==> src/rtl/if_id_queue.sv <==
// if_id_queue: DEPTH-entry FIFO between fetch and decode, valid/ready on both sides, synchronous flush.
// Optional build macro IF_ID_QUEUE_NOP_FILL_EN: present NOP_INSTR and zero PCs while the queue is empty.
module if_id_queue #(
   parameter int                    DATA_WIDTH = 32,
   parameter int                    DEPTH      = 2,
   parameter logic [DATA_WIDTH-1:0] NOP_INSTR  = DATA_WIDTH'(32'h00000013)
) (
   input  logic                         clk,
   input  logic                         rst,
   input  logic                         f_valid,
   output logic                         f_ready,
   input  logic [DATA_WIDTH-1:0]        RD,
   input  logic [DATA_WIDTH-1:0]        PCF,
   input  logic [DATA_WIDTH-1:0]        PC_PlusF,
   input  logic                         flush,
   input  logic                         d_ready,
   output logic                         d_valid,
   output logic [DATA_WIDTH-1:0]        InstrD,
   output logic [DATA_WIDTH-1:0]        PCD,
   output logic [DATA_WIDTH-1:0]        PC_PlusD,
   output logic [$clog2(DEPTH+1)-1:0]   count
);

   localparam int             PW       = $clog2(DEPTH);
   localparam int             CW       = $clog2(DEPTH+1);
   localparam logic [CW-1:0]  FULL_CNT = CW'(DEPTH);

   logic [DATA_WIDTH-1:0] instr_q [DEPTH];
   logic [DATA_WIDTH-1:0] instr_d [DEPTH];
   logic [DATA_WIDTH-1:0] pc_q    [DEPTH];
   logic [DATA_WIDTH-1:0] pc_d    [DEPTH];
   logic [DATA_WIDTH-1:0] pcp_q   [DEPTH];
   logic [DATA_WIDTH-1:0] pcp_d   [DEPTH];
   logic [PW-1:0]         wp_q, wp_d, rp_q, rp_d;
   logic [CW-1:0]         count_q, count_d;
   logic                  push_s, pop_s, d_valid_s, f_ready_s;

   // Handshake qualifiers depend only on registered occupancy, so f_ready has no path from d_ready.
   always_comb begin
      d_valid_s = (count_q != {CW{1'b0}});
      f_ready_s = (count_q != FULL_CNT);
      push_s    = f_valid && f_ready_s;
      pop_s     = d_valid_s && d_ready;
   end

   // Next state: flush discards everything, otherwise push writes at wp and pop advances rp.
   always_comb begin
      instr_d = instr_q;
      pc_d    = pc_q;
      pcp_d   = pcp_q;
      wp_d    = wp_q;
      rp_d    = rp_q;
      count_d = count_q;
      if (flush) begin
         wp_d    = {PW{1'b0}};
         rp_d    = {PW{1'b0}};
         count_d = {CW{1'b0}};
      end else begin
         if (push_s) begin
            instr_d[wp_q] = RD;
            pc_d[wp_q]    = PCF;
            pcp_d[wp_q]   = PC_PlusF;
            wp_d          = wp_q + PW'(1'b1);
         end else begin
            wp_d = wp_q;
         end
         if (pop_s) begin
            rp_d = rp_q + PW'(1'b1);
         end else begin
            rp_d = rp_q;
         end
         case ({push_s, pop_s})
            2'b10:   count_d = count_q + CW'(1'b1);
            2'b01:   count_d = count_q - CW'(1'b1);
            default: count_d = count_q;
         endcase
      end
   end

   // State registers; reset clears pointers, occupancy and all storage at once.
   always_ff @(posedge clk or posedge rst) begin
      if (rst) begin
         wp_q    <= {PW{1'b0}};
         rp_q    <= {PW{1'b0}};
         count_q <= {CW{1'b0}};
         instr_q <= '{default: {DATA_WIDTH{1'b0}}};
         pc_q    <= '{default: {DATA_WIDTH{1'b0}}};
         pcp_q   <= '{default: {DATA_WIDTH{1'b0}}};
      end else begin
         wp_q    <= wp_d;
         rp_q    <= rp_d;
         count_q <= count_d;
         instr_q <= instr_d;
         pc_q    <= pc_d;
         pcp_q   <= pcp_d;
      end
   end

   // Head entry is read from registered storage at rp.
   always_comb begin
`ifdef IF_ID_QUEUE_NOP_FILL_EN
      if (d_valid_s) begin
         InstrD   = instr_q[rp_q];
         PCD      = pc_q[rp_q];
         PC_PlusD = pcp_q[rp_q];
      end else begin
         InstrD   = NOP_INSTR;
         PCD      = {DATA_WIDTH{1'b0}};
         PC_PlusD = {DATA_WIDTH{1'b0}};
      end
`else
      InstrD   = instr_q[rp_q];
      PCD      = pc_q[rp_q];
      PC_PlusD = pcp_q[rp_q];
`endif
   end

   assign d_valid = d_valid_s;
   assign f_ready = f_ready_s;
   assign count   = count_q;

endmodule

==> config.mk <==
export PLATFORM = sky130hd
export DESIGN_NAME = if_id_queue
export DESIGN_NICKNAME = d
export VERILOG_FILES = /design/src/rtl/if_id_queue.sv
export SDC_FILE = /design/constraint.sdc
export NUM_CORES = 1
export LEC_CHECK = 0
export CELL_PAD_IN_SITES_DETAIL_PLACEMENT = 1
export CELL_PAD_IN_SITES_GLOBAL_PLACEMENT = 1
export CORE_ASPECT_RATIO = 1.1
export CORE_MARGIN = 2
export CORE_UTILIZATION = 37
export CTS_CLUSTER_SIZE = 10
export DETAILED_ROUTE_END_ITERATION = 12
export PLACE_DENSITY_LB_ADDON = 0.3
export SETUP_SLACK_MARGIN = 0.5
export SLEW_MARGIN = 20
export SYNTH_ARGS = -nofsm -noshare
export SYNTH_HDL_FRONTEND = slang
export SYNTH_SLANG_ARGS = --single-unit
==> constraint.sdc <==
create_clock -name clk -period 6.86 [get_ports clk]
set_clock_uncertainty 0.05 [all_clocks]
set_input_delay 1.372 -clock clk [delete_from_list [all_inputs] [get_ports clk]]
set_output_delay 1.372 -clock clk [all_outputs]
set_load 0.005 [all_outputs]
=== Yosys cells after proc, flatten, opt, wreduce, memory -nomap -nowiden ===
Index checks and enable logic that the tools add are counted.

* Register bits: 196
* Logic and storage cells: 50

* Add/sub/neg operators: 4
* Magnitude comparators: 3
* Eq/ne operators: 3
* Mux-type cells: 20
* Bitwise gates (word level): 3
* Reduce and logical (&&, ||, !) cells: 8

{| class="wikitable"
|+ Operators by type and width
! operator !! count
|-
| 2-to-1 mux 32 bit || 10
|-
| bitwise mux 64 bit || 3
|-
| demux 32 bit (select 1 bit) || 1
|-
| nonzero test 2 bit || 3
|-
| greater-or-equal comparator 2 bit, second input constant || 2
|-
| 2-to-1 mux 1 bit || 4
|-
| NOT 1 -> 2 bit || 2
|-
| case mux 2 bit (2 select lines) || 1
|-
| logical AND 1 bit || 3
|-
| nonzero test 3 bit || 1
|-
| adder 1 bit, second input constant || 2
|-
| adder 2 x 1 -> 2 bit, second input constant || 1
|-
| equality test 2 x 1 -> 1 bit, second input constant || 1
|-
| equality test 2 bit, second input constant || 1
|-
| < comparator 2 x 1 -> 1 bit, second input constant || 1
|-
| 2-to-1 mux 2 bit || 1
|-
| inequality test 2 bit, second input constant || 1
|-
| AND reduction 2 bit || 1
|-
| subtractor 2 x 1 -> 2 bit, second input constant || 1
|-
| NOT 1 bit || 1
|}

=== Depth between registers and ports, before layout ===
* Word-level depth: 6
* Gate-level depth with buffers: 6
* Depth with buffers taken out: 4

=== Worst setup path before layout ===
OpenSTA, ideal clock, no wires.

* Path type: register to output
* From: reg rp_q
* To: out InstrD[16]
* Data arrival time: 1.430 ns
* Data required time: 5.438 ns
* Setup slack: 4.008 ns
* Cell stages (with the launch flop): 5
* Cell sequence: dfrtp_1 > clkbuf_1 > clkbuf_1 > buf_2 > mux2_2

* Word-level cells in the longest chain between the ends: 4

{| class="wikitable"
|+ Ends and longest elaborated chain
! item !! line !! source
|-
| start, declared || 34 || <nowiki>logic [PW-1:0] wp_q, wp_d, rp_q, rp_d;</nowiki>
|-
| start signal, assigned || 84 || <nowiki>rp_q <= {PW{1'b0}};</nowiki>
|-
| start signal, assigned || 91 || <nowiki>rp_q <= rp_d;</nowiki>
|-
| NOT 1 -> 2 bit (implied by the code) || 112 || <nowiki>InstrD = instr_q[rp_q];</nowiki>
|-
| 2-to-1 mux 32 bit (implied by the code) (3 in series) || 112 ||
|-
| end, declared || 18 || <nowiki>output logic [DATA_WIDTH-1:0] InstrD,</nowiki>
|}

No other way between the ends. The select of a mux whose other input is x is not followed.

=== Worst setup path after layout ===
Same ends and word-level chain as after synthesis.

==> report_table.html <==
<table>
<tr><th>Metric</th><th>Value</th></tr>
<tr><th colspan="2">Cells and area</th></tr>
<tr><td>Share of cells above drive strength 1</td><td>0.393</td></tr>
<tr><td>Sequential cell area in the final layout</td><td>between 4000 and 5000 um^2</td></tr>
<tr><td>Diodes inserted</td><td>0</td></tr>
<tr><td>Layout-stage area growth over the synthesis result</td><td>34.1%</td></tr>
<tr><td>Fillers</td><td>2235</td></tr>
<tr><td>Total number of nets in the final design</td><td>about 830</td></tr>
<tr><td>Area of combinational cells with multiple inputs</td><td>approximately 3400 um^2</td></tr>
<tr><th colspan="2">Logic synthesis</th></tr>
<tr><td>Largest family of logic cells by synthesized area</td><td>multiplexers</td></tr>
<tr><td>Synthesized area per cell</td><td>roughly 16 um^2</td></tr>
<tr><td>Proportion of synthesized chip area in sequential cells</td><td>0.580</td></tr>
<tr><td>Post-synthesis net count</td><td>638</td></tr>
<tr><td>Top cell type by total area after synthesis</td><td>dfrtp_1</td></tr>
<tr><td>Top cell type's share of synthesized area</td><td>0.580</td></tr>
<tr><td>Post-synthesis xor/xnor area fraction</td><td>0.00104</td></tr>
<tr><td>Count of flip-flops with a built-in enable after synthesis</td><td>0</td></tr>
<tr><td>Simple-gate share of the synthesized area</td><td>0.00799</td></tr>
<tr><td>Multiplexer fraction of the synthesized cell area</td><td>0.385</td></tr>
<tr><td>Synthesized area</td><td>8460 um^2</td></tr>
<tr><td>Synth Warn #</td><td>0</td></tr>
<tr><td>List of most frequent post-synthesis cells</td><td>248 x mux2_2, 196 x dfrtp_1, 40 x mux2_1</td></tr>
<tr><td>Async SR Flop Fraction</td><td>1.00</td></tr>
<tr><td>Adder and majority gate portion of the synthesized area</td><td>0</td></tr>
<tr><td>Most common cell in the synthesized netlist</td><td>mux2_2</td></tr>
<tr><td>Top cells by area in the synthesized netlist</td><td>dfrtp_1 58%, mux2_2 33%, mux2_1 5.3%</td></tr>
<tr><td>Synthesis-stage register bit count</td><td>196</td></tr>
<tr><td>Number of distinct library cells after synthesis</td><td>23</td></tr>
<tr><td>Synth Area in Compound Gates</td><td>0.00533</td></tr>
<tr><td>Cells after synthesis</td><td>537</td></tr>
<tr><td>Flip-flop cell with the highest count after synthesis</td><td>dfrtp_1</td></tr>
<tr><th colspan="2">Clocking</th></tr>
<tr><td>Clock net sink count</td><td>~200</td></tr>
<tr><td>Clock-pin slew of the registers on the worst-case setup and hold paths</td><td>70 ps</td></tr>
<tr><td>Max Buffers Root-to-Sink</td><td>2</td></tr>
<tr><td>Cts hold-fix bufs</td><td>0</td></tr>
<tr><td>Insertion delay of the later-clocked pin in the worst-skew pair</td><td>420 ps</td></tr>
<tr><td>Buffer count from post-CTS setup fixing</td><td>0</td></tr>
<tr><td>CTS tree</td><td>built</td></tr>
<tr><td>Total clock buffers created by CTS</td><td>17</td></tr>
<tr><td>Clk Tree Root Cell</td><td>clkbuf_16</td></tr>
<tr><td># resized after CTS</td><td>0</td></tr>
<tr><td>CTS H-tree depth</td><td>4</td></tr>
<tr><th colspan="2">Die</th></tr>
<tr><td>Vertical extent of the die</td><td>~160 um</td></tr>
<tr><td>Overall die width</td><td>148 um</td></tr>
<tr><td>Area of the core region</td><td>22600 um^2</td></tr>
<tr><td>Number of cell rows</td><td>58</td></tr>
<tr><td>Starting Density</td><td>0.374</td></tr>
<tr><td>Number of top-level pins</td><td>201</td></tr>
<tr><td>Area of the die</td><td>24100 um^2</td></tr>
<tr><th colspan="2">Worst setup path</th></tr>
<tr><td>Worst EP required</td><td>5440 ps</td></tr>
<tr><td>Flop2flop setup slack</td><td>roughly 4600 ps</td></tr>
<tr><td>Worst Setup End Kind</td><td>output port</td></tr>
<tr><td>Beginning of the worst register-to-register path</td><td>count[1]$_DFFE_PP0P_</td></tr>
<tr><td>Worst reg2reg path endpoint</td><td>pc_q[52]$_DFFE_PP0P_</td></tr>
<tr><td>Critical-path maximum fanout</td><td>64</td></tr>
<tr><td>Cell depth of the worst flop-to-flop path</td><td>4</td></tr>
<tr><td>Arrival time reported for the critical path endpoint</td><td>2860 ps</td></tr>
<tr><td>Worst Path Class, Setup</td><td>flop to output port</td></tr>
<tr><td>Category of the worst setup path launch point</td><td>flop</td></tr>
<tr><th colspan="2">Detailed routing</th></tr>
<tr><td>Detail-routed net length per standard cell</td><td>18.6 um</td></tr>
<tr><td>Highest metal layer with signal wires</td><td>met5</td></tr>
<tr><td>1st-iter DRT viols</td><td>between 150 and 200</td></tr>
<tr><td>Detailed-route wire length on metal 1</td><td>roughly 8000 um</td></tr>
<tr><td>Met3 Wirelength</td><td>1510 um</td></tr>
<tr><td>First-pass DRT Iterations</td><td>4</td></tr>
<tr><td>Ratio of routed vias to standard cells</td><td>~5</td></tr>
<tr><td>Detailed Route WL</td><td>between 15000 and 20000 um</td></tr>
<tr><td>WL met2</td><td>slightly below 10000 um</td></tr>
<tr><td>Antenna Violating Nets Remaining</td><td>0</td></tr>
<tr><td>Via Count</td><td>5166</td></tr>
<tr><td>Remaining design rule violation count</td><td>0</td></tr>
<tr><th colspan="2">Power and ir drop</th></tr>
<tr><td>VDD IR max</td><td>150 uV</td></tr>
<tr><td>Overall power of the completed layout</td><td>3.45 mW</td></tr>
<tr><td>LEAKAGE</td><td>4.65 nW</td></tr>
<tr><td>Cell Pwr Density</td><td>304 nW/um^2</td></tr>
<tr><th colspan="2">STA</th></tr>
<tr><td>Max Freq</td><td>233 MHz</td></tr>
<tr><td>Final number of setup-violating endpoints</td><td>0</td></tr>
<tr><td>Final Hold Viols</td><td>0</td></tr>
<tr><td>Post-route fraction of the period consumed by the critical path</td><td>0.625</td></tr>
<tr><td>Minimum period implied by the final worst setup slack</td><td>4290 ps</td></tr>
<tr><td>Relative slew margins</td><td>0.327</td></tr>
<tr><td>Setup repair after global routing missed its margin</td><td>no</td></tr>
<tr><td>Hold Worst Slack</td><td>approximately 440 ps</td></tr>
<tr><td>Slew of the pin with the lowest slew margin</td><td>1010 ps</td></tr>
<tr><td>Pins Over Slew Limit</td><td>0</td></tr>
<tr><td>Setup TNS Final</td><td>0 ps</td></tr>
<tr><th colspan="2">Worst hold path</th></tr>
<tr><td>Worst-case hold path end point</td><td>pc_q[41]$_DFFE_PP0P_</td></tr>
<tr><td>Startpoint of the tightest hold check path</td><td>pc_q[41]$_DFFE_PP0P_</td></tr>
<tr><td>Type of the worst min-delay path</td><td>flop to flop</td></tr>
<tr><td>Number of instances on the worst hold path</td><td>1</td></tr>
<tr><th colspan="2">Placement</th></tr>
<tr><td>DPL Wire Length</td><td>13100 um</td></tr>
<tr><td>Gpl congestion</td><td>0.704</td></tr>
<tr><td># port buffers</td><td>200</td></tr>
<tr><th colspan="2">Global routing</th></tr>
<tr><td>Number of antenna violations at the first check in global routing</td><td>1</td></tr>
<tr><td>Largest net degree at the start of global routing</td><td>between 150 and 200</td></tr>
<tr><td>Leftover overflow at the end of global routing</td><td>0</td></tr>
<tr><td>Combined global-route utilization of all metal layers</td><td>0.166</td></tr>
<tr><td>First-pass GRT wire length</td><td>around 31000 um</td></tr>
<tr><td>Via count of the first global-routing pass</td><td>6002</td></tr>
<tr><th colspan="2">Outcome</th></tr>
<tr><td>Result of the run</td><td>finished, final reports clean</td></tr>
<tr><th colspan="2">Job</th></tr>
<tr><td>Maxcap violations</td><td>0</td></tr>
</table>
==> cell usage in the layout, fill, tap and decap left out, types with 4 or more instances in the layout <==
cell,instances
mux2_1,40
inv_8,4
buf_4,5
a21oi_1,4
dfrtp_1,195
clkinv_4,6
clkdlybuf4s50_1,200
clkbuf_16,17
mux2_2,248
==> stage by stage <==
step                std cells  area (um^2)   util  setup slack [ps]
global placement         1012        10700  0.474              3010
floorplan                 537         8460      -              2910
finish                   1045        11300  0.501              2570
global route             1045        11300  0.501              2380
detailed placement       1012        10700  0.474              2960
CTS                      1044        11300  0.500              2470
==> critical path, cell delays in order (launching register included) <==
cell and delay (ps):
dfrtp_4 1020, buf_4 530, mux2_2 400, clkdlybuf4s50_1 450
==> cell type report <==
class / count / area share
multi-input combinational: 307 / 0.298
inverter: 3 / 0.00132
clock buffer: 20 / 0.0403
tap: 300 / 0.0331
timing repair buffer: 207 / 0.184
clock inverter: 12 / 0.0100
sequential: 196 / 0.433
==> logic make-up (layout without fill, tap and decap cells) <==
group | Yosys count | count (layout)
and+or+nand+nor | 9 | 9
muxes | 289 | 289
DFF | 196 | 196
xor gates and xnor gates | 1 | 1
AOI/OAI and AO/OA | 8 | 8
buffers and inverters | 34 | 242
==> registers in the layout, indices dropped and copies added (netlist names) <==
name / cells
count: 2
rp_q: 1
wp_q: 1
pcp_q: 64
pc_q: 64
instr_q: 64
==> layer usage <==
metal,vias up,GRT usage
met4,2,0.0459
met2,140,0.285
li1,2313,-
met3,19,0.0630
met1,2692,0.194
met5,-,0
==> worst max path at each step <==
stage | start | end | depth (start not counted)
final | rp_q$_DFFE_PP0P_ | InstrD[16] | 3
after global routing | rp_q$_DFFE_PP0P_ | InstrD[16] | 3
after CTS | rp_q$_DFFE_PP0P_ | InstrD[16] | 3
after detailed placement | rp_q$_DFFE_PP0P_ | InstrD[16] | 3
after global placement | rp_q$_DFFE_PP0P_ | InstrD[16] | 3
after floorplan | rst | count[0]$_DFFE_PP0P_ | 1
==> where the power goes <==
group | switching (mW) | internal [mW]
Clock | 0.457 | 0.499
Sequential | 0.158 | 1.44
Combinational | 0.276 | 0.623
No activity file was read; power rests on OpenSTA's default activity.
